`src/rtl/ring_phase_if.sv`:
```
// ring_phase_if: sample/report bundle between a ring-counter source (master)
// and the ring_phase_monitor checker (slave).
//   en          sample enable (master -> slave)
//   cnt_in      ring counter value (master -> slave)
//   clr_alarm   leave ALARM (master -> slave)
//   locked      state is LOCKED (slave -> master)
//   alarm       state is ALARM (slave -> master)
//   phase       bit index of the tracked reference value (slave -> master)
//   phase_valid LOCKING or LOCKED (slave -> master)
//   err_pulse   one-cycle pulse per bad sample in LOCKED (slave -> master)
//   err_count   saturating bad-sample count (slave -> master)
interface ring_phase_if #(
  parameter int WIDTH = 8,
  parameter int ERR_W = 16
);
  localparam int PW = (WIDTH > 1) ? $clog2(WIDTH) : 1;

  logic             en;
  logic [WIDTH-1:0] cnt_in;
  logic             clr_alarm;
  logic             locked;
  logic             alarm;
  logic [PW-1:0]    phase;
  logic             phase_valid;
  logic             err_pulse;
  logic [ERR_W-1:0] err_count;

  modport master (
    output en, cnt_in, clr_alarm,
    input  locked, alarm, phase, phase_valid, err_pulse, err_count
  );

  modport slave (
    input  en, cnt_in, clr_alarm,
    output locked, alarm, phase, phase_valid, err_pulse, err_count
  );
endinterface

```
`src/rtl/ring_phase_monitor.sv`:
```
// ring_phase_monitor: checks a one-hot ring counter. Each enabled sample must
// be one-hot and equal to the previous reference rotated left by one. A
// SEARCH -> LOCKING -> LOCKED -> ALARM machine tracks the ring; in LOCKED the
// reference flywheels forward on bad samples so an isolated glitch costs one
// error only.
//   clk  rising-edge clock
//   rst  asynchronous active-high reset
//   bus  ring_phase_if.slave (en, cnt_in, clr_alarm in; status/errors out)
// All outputs are registered and reflect the sample taken on the same edge.
module ring_phase_monitor #(
  parameter int WIDTH     = 8,
  parameter int LOCK_CNT  = 4,
  parameter int ERR_LIMIT = 3,
  parameter int ERR_W     = 16
) (
  input  logic         clk,
  input  logic         rst,
  ring_phase_if.slave  bus
);
  localparam int PW = (WIDTH > 1) ? $clog2(WIDTH) : 1;
  localparam int GW = $clog2(LOCK_CNT + 1);
  localparam int BW = $clog2(ERR_LIMIT + 1);

  if (WIDTH < 2 || (WIDTH & (WIDTH - 1)) != 0) begin : g_chk_width
    $error("ring_phase_monitor: WIDTH must be a power of two >= 2");
  end
  if (LOCK_CNT < 1 || ERR_LIMIT < 1) begin : g_chk_limits
    $error("ring_phase_monitor: LOCK_CNT and ERR_LIMIT must be >= 1");
  end

  typedef enum logic [1:0] {
    S_SEARCH  = 2'd0,
    S_LOCKING = 2'd1,
    S_LOCKED  = 2'd2,
    S_ALARM   = 2'd3
  } state_e;

  state_e           state_q, state_d;
  logic [WIDTH-1:0] ref_q, ref_d, ref_rot;
  logic [GW-1:0]    good_q, good_d;
  logic [BW-1:0]    bad_q, bad_d;
  logic [ERR_W-1:0] ec_q, ec_d;
  logic [PW-1:0]    phase_q, phase_d;
  logic             locked_q, locked_d;
  logic             alarm_q, alarm_d;
  logic             pv_q, pv_d;
  logic             ep_q, ep_d;
  logic             onehot, step_ok;

  function automatic logic is_onehot(input logic [WIDTH-1:0] v);
    return (v != '0) && ((v & (v - WIDTH'(1))) == '0);
  endfunction

  // OR of indices of set bits: exact for one-hot, 0 for all-zero.
  function automatic logic [PW-1:0] encode(input logic [WIDTH-1:0] v);
    logic [PW-1:0] idx;
    idx = '0;
    for (int i = 0; i < WIDTH; i++)
      if (v[i]) idx = idx | PW'(i);
    return idx;
  endfunction

  assign ref_rot = {ref_q[WIDTH-2:0], ref_q[WIDTH-1]};
  assign onehot  = is_onehot(bus.cnt_in);
  assign step_ok = onehot && (bus.cnt_in == ref_rot);

  // State register
  always_ff @(posedge clk or posedge rst) begin
    if (rst) state_q <= S_SEARCH;
    else     state_q <= state_d;
  end

  // Next-state logic
  always_comb begin
    state_d = state_q;
    case (state_q)
      S_SEARCH:
        if (bus.en && onehot) state_d = S_LOCKING;
      S_LOCKING:
        if (bus.en) begin
          if (!onehot)
            state_d = S_SEARCH;
          else if (step_ok && good_q == GW'(LOCK_CNT - 1))
            state_d = S_LOCKED;
        end
      S_LOCKED:
        if (bus.en && !step_ok && bad_q == BW'(ERR_LIMIT - 1))
          state_d = S_ALARM;
      S_ALARM:
        // clr_alarm wins over a coincident sample, which is discarded.
        if (bus.clr_alarm) state_d = S_SEARCH;
      default:
        state_d = S_SEARCH;
    endcase
  end

  // Output / datapath next-state logic
  always_comb begin
    ref_d  = ref_q;
    good_d = good_q;
    bad_d  = bad_q;
    ec_d   = ec_q;
    ep_d   = 1'b0;
    case (state_q)
      S_SEARCH:
        if (bus.en && onehot) begin
          ref_d  = bus.cnt_in;
          good_d = '0;
        end
      S_LOCKING:
        if (bus.en) begin
          if (step_ok) begin
            ref_d  = bus.cnt_in;
            good_d = good_q + GW'(1);
            bad_d  = '0;
          end else if (onehot) begin
            ref_d  = bus.cnt_in;
            good_d = '0;
          end
        end
      S_LOCKED:
        if (bus.en) begin
          if (step_ok) begin
            ref_d = bus.cnt_in;
            bad_d = '0;
          end else begin
            ep_d  = 1'b1;
            bad_d = bad_q + BW'(1);
            // Flywheel: assume the ring kept turning under the glitch.
            ref_d = ref_rot;
            if (ec_q != '1) ec_d = ec_q + ERR_W'(1);
          end
        end
      S_ALARM:
        if (bus.clr_alarm) begin
          good_d = '0;
          bad_d  = '0;
        end
      default: ;
    endcase
    locked_d = (state_d == S_LOCKED);
    alarm_d  = (state_d == S_ALARM);
    pv_d     = (state_d == S_LOCKING) || (state_d == S_LOCKED);
    phase_d  = encode(ref_d);
  end

  always_ff @(posedge clk or posedge rst) begin
    if (rst) begin
      ref_q    <= '0;
      good_q   <= '0;
      bad_q    <= '0;
      ec_q     <= '0;
      phase_q  <= '0;
      locked_q <= 1'b0;
      alarm_q  <= 1'b0;
      pv_q     <= 1'b0;
      ep_q     <= 1'b0;
    end else begin
      ref_q    <= ref_d;
      good_q   <= good_d;
      bad_q    <= bad_d;
      ec_q     <= ec_d;
      phase_q  <= phase_d;
      locked_q <= locked_d;
      alarm_q  <= alarm_d;
      pv_q     <= pv_d;
      ep_q     <= ep_d;
    end
  end

  assign bus.locked      = locked_q;
  assign bus.alarm       = alarm_q;
  assign bus.phase       = phase_q;
  assign bus.phase_valid = pv_q;
  assign bus.err_pulse   = ep_q;
  assign bus.err_count   = ec_q;
endmodule

```
`src/flat_wrapper.sv`:
```
// flat-port wrapper written by rule: the top's interface ports become plain ports
module ring_phase_monitor_flat 
#(
  parameter int WIDTH     = 8,
  parameter int LOCK_CNT  = 4,
  parameter int ERR_LIMIT = 3,
  parameter int ERR_W     = 16
)
  (clk, rst, bus_en, bus_cnt_in, bus_clr_alarm, bus_locked, bus_alarm, bus_phase, bus_phase_valid, bus_err_pulse, bus_err_count);
  ring_phase_if #(.WIDTH(WIDTH), .ERR_W(ERR_W)) bus_i ();
  input  logic clk;
  input  logic rst;
  input wire logic [$bits(bus_i.en)-1:0] bus_en;
  input wire logic [$bits(bus_i.cnt_in)-1:0] bus_cnt_in;
  input wire logic [$bits(bus_i.clr_alarm)-1:0] bus_clr_alarm;
  output wire logic [$bits(bus_i.locked)-1:0] bus_locked;
  output wire logic [$bits(bus_i.alarm)-1:0] bus_alarm;
  output wire logic [$bits(bus_i.phase)-1:0] bus_phase;
  output wire logic [$bits(bus_i.phase_valid)-1:0] bus_phase_valid;
  output wire logic [$bits(bus_i.err_pulse)-1:0] bus_err_pulse;
  output wire logic [$bits(bus_i.err_count)-1:0] bus_err_count;
  assign bus_i.en = bus_en;
  assign bus_i.cnt_in = bus_cnt_in;
  assign bus_i.clr_alarm = bus_clr_alarm;
  assign bus_locked = bus_i.locked;
  assign bus_alarm = bus_i.alarm;
  assign bus_phase = bus_i.phase;
  assign bus_phase_valid = bus_i.phase_valid;
  assign bus_err_pulse = bus_i.err_pulse;
  assign bus_err_count = bus_i.err_count;
  ring_phase_monitor #(.WIDTH(WIDTH), .LOCK_CNT(LOCK_CNT), .ERR_LIMIT(ERR_LIMIT), .ERR_W(ERR_W)) u_core (.clk(clk), .rst(rst), .bus(bus_i));
endmodule
```
`config.mk`:
```
export PLATFORM = sky130hd
export DESIGN_NAME = ring_phase_monitor_flat
export DESIGN_NICKNAME = d
export VERILOG_FILES = /design/src/rtl/ring_phase_if.sv /design/src/rtl/ring_phase_monitor.sv /design/src/flat_wrapper.sv
export SDC_FILE = /design/constraint.sdc
export NUM_CORES = 1
export LEC_CHECK = 0
export CAP_MARGIN = 5
export CORE_ASPECT_RATIO = 0.5
export CORE_UTILIZATION = 47
export CTS_CLUSTER_DIAMETER = 60
export CTS_CLUSTER_SIZE = 25
export DETAILED_ROUTE_END_ITERATION = 7
export HOLD_SLACK_MARGIN = 0.15
export PLACE_DENSITY = 0.72
export SETUP_SLACK_MARGIN = 0.02
export SYNTH_ARGS = -nofsm -noshare
export SYNTH_HDL_FRONTEND = slang
export SYNTH_SLANG_ARGS = --single-unit
```
`constraint.sdc`:
```
create_clock -name clk -period 2.18 [get_ports clk]
set_input_delay 0.545 -clock clk [delete_from_list [all_inputs] [get_ports clk]]
set_output_delay 0.545 -clock clk [all_outputs]
set_load 0.005 [all_outputs]
```
==> out/qor.csv <==
metric,value,unit
fin_crit,2.66,ns
synth_top_family_by_area,simple AND/OR/NAND/NOR gates,
max_cap_violations,0,
setup_viol,30,
postCtsHoldBufs,0,
grt_antenna_before_repair,0,
grt_max_degree,39,
vias,2026,
synth-compound-area-share,13.1,%
io_pins,35,
crit_fanout,3,
cp_cell_sequence,buf_6 -> or4_4 -> a2111o_1 -> nand3_4 -> o21ai_4 -> buf_4 -> or4b_4 -> buf_6 -> buf_6 -> nand4_1 -> o21ai_1,
postRouteWirelength,6.46,mm
portBuffers,34,
peakVddDrop,0.285,mV
p_sw_share,27.8,%
grt_pass1_vias,1899,
die_h,48.4,um
dr.pass1.iters,4,
holdWs,0.511,ns
cpMostUsedCell,buf_6,
yosys.area_share.simple,22.7,%
ys_ff_latch,38,
final_hold_viol_count,0,
num-fill-cells,240,
clkPwrFrac,31.3,%
yosys_warnings,0,
synth_area_per_cell,10.1,um^2
drc_errors,0,
grt_overflow,0,
cp_slowest_cell,or4b_4,
nets,308,
skew,0.00795,ns
drive_gt1_share,39.4,%
power.density,530,nW/um^2
grt_pass1_wl,8.99,mm
violations,setup timing,
antenna_cells,0,
drt_iter0_markers,125,
viasPerCell,5.86,
synthAdderAreaFrac,3.10,%
outcome,"finished, violations left",
fin_tns_setup,-5.18,ns
final_common_cell,buf_4,
synthXorXnorAreaFrac,9.97,%
clkLatencyLatePin,0.30,ns
worst_setup_path_end_kind,register,
syn_to_final_growth,57.5,%
p_leak,1.42,nW
tightestPinTransition,0.707,ns
fp.dieW,94.7,um
dp_hpwl,3.72,mm
synth_cell_types,44,
post-route-period-util,122,%
power_frac_comb,21.6,%
grt_setup_unrepaired,true,
fmax,375,MHz
cts_inserted_buffers,5,
cts_root_buf,clkbuf_8,
p_int,1.22,mW
wl_per_cell,18.7,um
coreArea,4000,um^2
hp-class,register to register,
slew_viol_final,0,
required,2.35,ns
final_cell_mix,"buf_4 (44), dfrtp_1 (38), clkdlybuf4s50_1 (26), nand2_1 (20), buf_6 (15)",
clock-sinks,38,
die_area,4580,um^2
cp-start-kind,input pin,
power.total,1.69,mW
rows,16,
worstPathArrival,2.84,ns
relSlewSlack,52.7,%
ys_seq_area_share,47.1,%
clkTransAtPathRegs,0.08,ns
syn-instance-count,201,
pwr-share-seq,47.1,%
synth.area.mux_share,0,%
p_sw,0.469,mW
synth_nets,218,
grt.total_usage,25.8,%
routabilityCongestion,0.873,
crit_path_max_incr_delay,0.54,ns
finalWorstSetupSlack,-0.483,ns
clk_path_buf_depth,2,
syn_area,2020,um^2
h-tree-depth,2,
critical_path_class,input pin to register,
cts_tree,done,
start_util,50.5,%
ant_nets,0,
## layer usage
metal / wire (um) / up-vias / global-route usage [%] / share of wire (%)
li1: - / 907 / - / -
met3: 323 / 32 / 6.60 / 5.0
met5: 0 / - / 0 / 0
met1: 2710 / 994 / 34.5 / 42
met4: 248 / 0 / 7.83 / 3.8
met2: 3190 / 93 / 41.2 / 49
## repair_timing
action,in CTS,in global routing
setup buffers,6,7
pin swaps,13,22
endpoints found under the setup margin,38,37
gates resized for setup,40,54
## Yosys cell counts
master | number | share of area, %
o21a_1 | 2 | 0.74
buf_6 | 1 | 0.56
a211oi_1 | 2 | 0.74
and4_1 | 2 | 0.87
or4b_1 | 2 | 0.99
nor2_1 | 13 | 2.4
nand2b_1 | 3 | 0.93
clkbuf_1 | 3 | 0.56
a221oi_1 | 3 | 1.3
o41a_1 | 1 | 0.56
xor2_1 | 5 | 2.2
or4_1 | 1 | 0.37
xnor2_1 | 18 | 7.8
nand3_2 | 1 | 0.50
a22o_1 | 1 | 0.43
nor3b_1 | 2 | 0.74
a2111o_1 | 1 | 0.56
nor4_1 | 1 | 0.31
nand2_1 | 21 | 3.9
or2_2 | 1 | 0.31
nand3_1 | 4 | 0.99
nor3_1 | 5 | 1.2
or4_4 | 1 | 0.56
nand4_1 | 11 | 3.4
or4b_2 | 1 | 0.50
o21ai_2 | 2 | 0.87
a221o_1 | 2 | 0.99
a221o_2 | 3 | 1.7
a22oi_1 | 3 | 1.1
buf_4 | 2 | 0.74
or4_2 | 1 | 0.43
nand3b_1 | 2 | 0.74
o21ai_0 | 9 | 2.2
dfrtp_1 | 38 | 47
ha_1 | 5 | 3.1
and3_1 | 4 | 1.2
inv_2 | 1 | 0.19
o311ai_0 | 1 | 0.43
and2_1 | 3 | 0.93
a21oi_1 | 3 | 0.74
inv_1 | 11 | 2.0
or3b_2 | 1 | 0.43
o31ai_1 | 2 | 0.74
nand4b_1 | 2 | 0.87
## power by group through the flow
stage	Clock (mW)	Sequential, mW	Combinational (mW)
5_1_grt	0.562	0.795	0.390
4_1_cts	0.526	0.783	0.283
3_5_place_dp	0	0.794	0.276
2_1_floorplan	0	0.788	0.130
3_3_place_gp	0	0.794	0.268
6_report	0.528	0.794	0.364
## metrics by stage
step                      util [%]  area, um^2  std cells  setup slack (ns)
after global routing          79.5        3180        346            -0.526
after CTS                     72.6        2910        340            -0.496
final                         79.5        3180        346            -0.483
after detailed placement      67.9        2720        326             -1.10
after global placement        67.9        2720        326             -1.04
after floorplan                  -        2030        201            -0.619
## cell families (layout without fill, tap and decap cells)
family                   count (synthesis)  count (layout)
buffers and inverters                   18             109
flip-flops                              38              38
adder cells (fa/ha/maj)                  5               5
AO/OA/AOI/OAI                           35              35
XOR/XNOR                                23              23
AND/OR/NAND/NOR                         82              82
## sequential cells by signal, summed over array words and instances (netlist names)
signal / flops
u_core.bus.alarm: 1
u_core.bus.err_count: 16
u_core.bus.phase: 3
u_core.state_q: 2
u_core.good_q: 3
u_core.bus.err_pulse: 1
u_core.bad_q: 2
u_core.bus.locked: 1
u_core.bus.phase_valid: 1
u_core.ref_q: 8
## worst max-delay path, delay by kind of cell
kind	cells	cell delay, ns
buffers and inverters	4	0.48
AOI/OAI and AO/OA	3	0.52
and+or+nand+nor	4	1.27
## area by class of cell
type                       instances  area [um^2]  area share [%]
clock inverter                     2         12.5           0.393
tap                               54         67.6            2.12
clock buffer                       6         82.6            2.60
inverter                          12         45.0            1.42
sequential                        38          951            29.9
timing repair buffer              89          802            25.2
multi-input combinational        145         1220            38.4
## final timing paths
check / from / end / slack [ns] / cells past startpoint
max: bus_cnt_in[2] / u_core.bad_q[0]$_DFFE_PP0P_ / -0.48 / 11
min: u_core.bus.err_count[10]$_DFFE_PP0P_ / u_core.bus.err_count[10]$_DFFE_PP0P_ / 0.51 / 1
max reg2reg: u_core.ref_q[6]$_DFF_PP0_ / u_core.bus.phase[1]$_DFF_PP0_ / -0.30 / 8
min reg2reg: u_core.bus.err_count[10]$_DFFE_PP0P_ / u_core.bus.err_count[10]$_DFFE_PP0P_ / 0.51 / 1
max in group asynchronous: rst / u_core.ref_q[3]$_DFF_PP0_ / 1.17 / 3
min in group asynchronous: rst / u_core.good_q[1]$_DFFE_PP0P_ / 0.67 / 3
Note: power is estimated with default switching activity, not from simulation.
